<file path="config.mk">
export PLATFORM = sky130hd
export DESIGN_NAME = rgb_hue_sequencer
export DESIGN_NICKNAME = d
export VERILOG_FILES = /design/src/rtl/rgb_hue_sequencer.sv
export SDC_FILE = /design/constraint.sdc
export NUM_CORES = 1
export LEC_CHECK = 0
export ABC_AREA = 0
export CORE_ASPECT_RATIO = 1.25
export CORE_MARGIN = 2
export CORE_UTILIZATION = 50
export DETAILED_ROUTE_END_ITERATION = 6
export PLACE_DENSITY = 0.77
export SETUP_SLACK_MARGIN = 0.1
export SYNTH_ARGS = -nofsm -noshare
export SYNTH_HDL_FRONTEND = slang
export SYNTH_SLANG_ARGS = --single-unit
</file>
<file path="constraint.sdc">
create_clock -name clk -period 5.5 [get_ports clk]
set_input_delay 0.55 -clock clk [delete_from_list [all_inputs] [get_ports clk]]
set_output_delay 0.55 -clock clk [all_outputs]
set_load 0.01 [all_outputs]
</file>
<file path="src/rtl/rgb_hue_sequencer.sv">
// Six-phase RGB hue wheel: one channel ramps per phase while the other two hold,
// with a shared free-running PWM counter driving the LED pins.
module rgb_hue_sequencer #(
  parameter int unsigned PWM_MAX  = 1000,
  parameter int unsigned TICK_DIV = 2000,
  localparam int unsigned DW = $clog2(PWM_MAX + 1)
) (
  input  logic          clk,
  input  logic          rst,
  input  logic          en,
  output logic [DW-1:0] duty_r,
  output logic [DW-1:0] duty_g,
  output logic [DW-1:0] duty_b,
  output logic [2:0]    phase,
  output logic          phase_done,
  output logic          led_r,
  output logic          led_g,
  output logic          led_b
);

  localparam int unsigned TW = (TICK_DIV > 1) ? $clog2(TICK_DIV) : 1;
  localparam int unsigned PW = (PWM_MAX > 1) ? $clog2(PWM_MAX) : 1;
  localparam logic [DW-1:0] MAXV     = DW'(PWM_MAX);
  localparam logic [TW-1:0] TICK_END = TW'(TICK_DIV - 1);
  localparam logic [PW-1:0] PWM_END  = PW'(PWM_MAX - 1);

  typedef enum logic [2:0] {
    P0_G_UP = 3'd0,
    P1_R_DN = 3'd1,
    P2_B_UP = 3'd2,
    P3_G_DN = 3'd3,
    P4_R_UP = 3'd4,
    P5_B_DN = 3'd5
  } phase_e;

  phase_e        phase_q;
  logic          phase_done_q;
  logic [DW-1:0] duty_r_q, duty_g_q, duty_b_q;
  logic [TW-1:0] tick_cnt_q;
  logic [PW-1:0] pwm_cnt_q;

  logic          sel_r, sel_g, sel_b, ramp_up, at_end;
  logic [DW-1:0] cur_duty, step_d;
  phase_e        phase_d;

  // Active channel, ramp direction and successor phase from the phase table
  always_comb begin
    sel_r   = 1'b0;
    sel_g   = 1'b0;
    sel_b   = 1'b0;
    ramp_up = 1'b0;
    phase_d = P0_G_UP;
    unique case (phase_q)
      P0_G_UP: begin sel_g = 1'b1; ramp_up = 1'b1; phase_d = P1_R_DN; end
      P1_R_DN: begin sel_r = 1'b1; ramp_up = 1'b0; phase_d = P2_B_UP; end
      P2_B_UP: begin sel_b = 1'b1; ramp_up = 1'b1; phase_d = P3_G_DN; end
      P3_G_DN: begin sel_g = 1'b1; ramp_up = 1'b0; phase_d = P4_R_UP; end
      P4_R_UP: begin sel_r = 1'b1; ramp_up = 1'b1; phase_d = P5_B_DN; end
      P5_B_DN: begin sel_b = 1'b1; ramp_up = 1'b0; phase_d = P0_G_UP; end
      default: begin sel_g = 1'b1; ramp_up = 1'b1; phase_d = P1_R_DN; end
    endcase

    cur_duty = '0;
    if (sel_r) cur_duty = duty_r_q;
    if (sel_g) cur_duty = duty_g_q;
    if (sel_b) cur_duty = duty_b_q;

    // Saturating step keeps every duty inside 0..PWM_MAX
    if (ramp_up) begin
      step_d = (cur_duty >= MAXV) ? MAXV : cur_duty + 1'b1;
      at_end = (step_d == MAXV);
    end else begin
      step_d = (cur_duty == '0) ? '0 : cur_duty - 1'b1;
      at_end = (step_d == '0);
    end
  end

  always_ff @(posedge clk) begin
    if (rst) begin
      phase_q      <= P0_G_UP;
      phase_done_q <= 1'b0;
      duty_r_q     <= MAXV;
      duty_g_q     <= '0;
      duty_b_q     <= '0;
      tick_cnt_q   <= '0;
      pwm_cnt_q    <= '0;
    end else begin
      pwm_cnt_q    <= (pwm_cnt_q == PWM_END) ? '0 : pwm_cnt_q + 1'b1;
      phase_done_q <= 1'b0;
      if (en) begin
        if (tick_cnt_q == TICK_END) begin
          tick_cnt_q <= '0;
          if (sel_r) duty_r_q <= step_d;
          if (sel_g) duty_g_q <= step_d;
          if (sel_b) duty_b_q <= step_d;
          if (at_end) begin
            phase_q      <= phase_d;
            phase_done_q <= 1'b1;
          end
        end else begin
          tick_cnt_q <= tick_cnt_q + 1'b1;
        end
      end
    end
  end

  assign duty_r     = duty_r_q;
  assign duty_g     = duty_g_q;
  assign duty_b     = duty_b_q;
  assign phase      = phase_q;
  assign phase_done = phase_done_q;

  // Counter never exceeds PWM_MAX-1, so duty PWM_MAX is solid on and 0 solid off
  assign led_r = (DW'(pwm_cnt_q) < duty_r_q);
  assign led_g = (DW'(pwm_cnt_q) < duty_g_q);
  assign led_b = (DW'(pwm_cnt_q) < duty_b_q);

endmodule

</file>
==> flow_metrics.env <==
export IMPL_final_core_util=0.569
export IMPL_synth_edf_count=0
export IMPL_finalCriticalPeriod_ns=4.66
export IMPL_grt_pass1_vias=3532
export IMPL_cts_reportedPaths_clkPinSlew_ns=0.09
export IMPL_avgSynthCellArea_um2=8.11
export IMPL_placed_cell_area_um2=4550
export IMPL_cp_end_kind="flop"
export IMPL_cts_tree="built"
export IMPL_yosys_warnings=0
export IMPL_wl_per_cell_um=16.8
export IMPL_num_fill_cells=743
export IMPL_cts_made_buffers=5
export IMPL_ant_nets=0
export IMPL_clock_root_buffer="clkbuf_8"
export IMPL_reg2reg_from="phase[2]"
export IMPL_whs_path_depth=2
export IMPL_netlist_area_um2=4130
export IMPL_synth_cell_types=73
export IMPL_setup_viol=0
export IMPL_start_util=0.507
export IMPL_hold_viol_final=0
export IMPL_synthArstFlopShare=0
export IMPL_cp_max_fo=15
export IMPL_cts_path_max_buffers=2
export IMPL_synth_most_common_cell="nor2_1"
export IMPL_drtPass1Iterations=5
export IMPL_regArea_um2=1100
export IMPL_skew_ns=0.00918
export IMPL_dieArea_um2=9010
export IMPL_dp_hpwl_um=8210
export IMPL_die_w_um=85.3
export IMPL_post_route_cell_area_um2=4640
export IMPL_start_kind="flop"
export IMPL_drv_slew=0
export IMPL_netlist_instances=509
export IMPL_synthFlopType="dfxtp_1"
export IMPL_outcome="completed"
export IMPL_finalSetupTns_ns=0
export IMPL_multi_input_area_um2=2770
export IMPL_grt_first_pass_wirelength_um=17600
export IMPL_hp_class="flop to flop"
export IMPL_core_area_um2=8150
export IMPL_rr_endpoint="phase[0]"
export IMPL_critPathKind="flop to flop"
export IMPL_place_congestion=0.858
export IMPL_reg2reg_depth=12
export IMPL_grt_util_all_layers=0.241
export IMPL_io_buffers=39
export IMPL_ys_seq_area_frac=0.267
export IMPL_hold_buffers=0
export IMPL_die_h_um=106
export IMPL_leakage_nw=1.82
export IMPL_fmax_ghz=0.215
export IMPL_ir_drop_v=0.000151
export IMPL_numClockSinks=55
export IMPL_p_per_area_nw_per_um2=148
export IMPL_via_per_inst=5.99
export IMPL_antenna_found_initial=0
export IMPL_final_nets=572
export IMPL_clkLatencyLatePin_ns=0.32
export IMPL_netlist_top_cells_count="nor2_1 (63), dfxtp_1 (55), inv_1 (33), nand2_1 (33), ha_1 (32)"
export IMPL_grt_ovfl_total=0
export IMPL_yosysTopAreaCellShare=0.267
export IMPL_slew_headroom=0.195
export IMPL_finalWirelength_um=10600
export IMPL_synth_nets=544
export IMPL_hp_start="duty_r[7]"
export IMPL_post_cts_buffers=0
export IMPL_drt_iter0_markers=283
export IMPL_grt_setup_unrepaired="false"
export IMPL_cpPeakStageDelay_ns=0.66
export IMPL_cp_slowest_cell="dfxtp_1"
export IMPL_synthTopCellsByArea="dfxtp_1 (27%), ha_1 (9.7%), nor2_1 (5.7%)"
export IMPL_h_tree_depth=2
export IMPL_path_cells="ha_1, a21o_1, nand3_1, a32o_1, ha_1, or4_1, or4_1, o22ai_1, and3b_1, nor2_1, o21ba_2, a2111oi_4"
export IMPL_synth_seq_cells=55
export IMPL_io_pins=40
export IMPL_yosysTopAreaCell="dfxtp_1"
export IMPL_worst_endpoint_required_ns=5.72
export IMPL_grt_max_degree=39
export IMPL_whs_ns=0.515
export IMPL_arrival_ns=4.88
export IMPL_n_antenna_cell=0
export IMPL_drv_cap=0
export IMPL_reg2reg_setup_slack_ns=0.84
export IMPL_tightest_slew_ns=1.21
export IMPL_drc=0
export IMPL_fp_row_count=37
export IMPL_cts_resized=0
export IMPL_fin_crit_sh=0.847
export IMPL_area_delta_synth_final_pct=12.3
export IMPL_drive_above_1_share=0.0670
export IMPL_num_vias=3800
export IMPL_cpLargestDelayFamily="simple AND/OR/NAND/NOR gates"
export IMPL_cp_num_buf_inv=0
export IMPL_whs_endpoint="duty_r[7]"
## layout make-up
cell class | instances | area share
flip-flops and latches | 55 | 0.237
repair buffers | 44 | 0.0923
inverters | 34 | 0.0275
well taps | 97 | 0.0262
multi-input cells | 397 | 0.598
clock buffers | 6 | 0.0178
clock inverters | 1 | 0.00108
## flip-flops by register name, summed over array words and instances (netlist names)
register,count
phase_done,1
pwm_cnt_q,10
duty_g,10
duty_b,10
duty_r,10
tick_cnt_q,11
phase,3
## worst max path at each step
| stage | from | end | slack [ns] | depth (start not counted) |
|---|---|---|---|---|
| floorplan | phase[1] | phase[0] | 1.52 | 15 |
| global placement | phase[2] | phase[0] | 1.03 | 12 |
| detailed placement | phase[2] | phase[0] | 0.92 | 12 |
| CTS | phase[2] | phase[0] | 0.89 | 12 |
| global route | phase[2] | phase[0] | 0.54 | 12 |
| finish | phase[2] | phase[0] | 0.84 | 12 |
## report_power, final
part / leakage (nW) / internal (mW) / total, mW / switching (mW)
combinational: 1.33 / 0.0247 / 0.0460 / 0.0213
sequential: 0.444 / 0.401 / 0.406 / 0.00436
clock: 0.0470 / 0.0993 / 0.232 / 0.133
## layout by cell type (no fill, tap or decap), types with 2 or more instances in the layout
cell	instances
nor2_1	63
dfxtp_1	55
clkdlybuf4s50_1	39
inv_1	33
nand2_1	33
ha_1	32
a21oi_1	30
a21o_1	19
o21ai_0	18
mux2i_1	17
xor2_1	14
nand3_1	13
xnor2_1	13
nor2b_1	11
nor3_1	11
a211oi_1	11
and3_1	10
nand2b_1	9
nand4_1	6
clkbuf_8	6
o21a_1	5
a32oi_1	5
or3_1	5
nand3b_1	5
buf_4	5
o22ai_1	4
o21ai_1	4
or4_1	4
a31oi_1	3
and3b_1	2
o32ai_4	2
a32o_1	2
o31ai_1	2
a211o_1	2
o32a_1	2
and2_1	2
a211oi_2	2
nor4_1	2
o21ai_2	2
o22a_1	2
## logic make-up after synthesis
group / synth area share
simple gates: 0.235
compound gates: 0.240
buf+inv: 0.0633
flops: 0.267
fa+ha+maj: 0.0970
xor+xnor: 0.0573
mux: 0.0412
## through the flow
step	std cells	total power, mW	setup WS (ns)
4_1_cts	634	0.688	0.893
2_1_floorplan	509	0.447	1.52
3_3_place_gp	627	0.460	1.03
5_1_grt	634	0.710	0.539
6_report	634	0.684	0.840
3_5_place_dp	627	0.461	0.922
## tightest hold or removal path, delay by kind of cell, from the launching register on
family,cells,cell delay (ns)
flops,1,0.34
simple gates,2,0.13
## metal layers
layer | wire length (µm) | GRT usage
met5 | 0 | 0
met4 | 324 | 0.0998
met3 | 470 | 0.0321
met2 | 4970 | 0.383
met1 | 4860 | 0.328
Note: power is estimated with default switching activity, not from simulation.
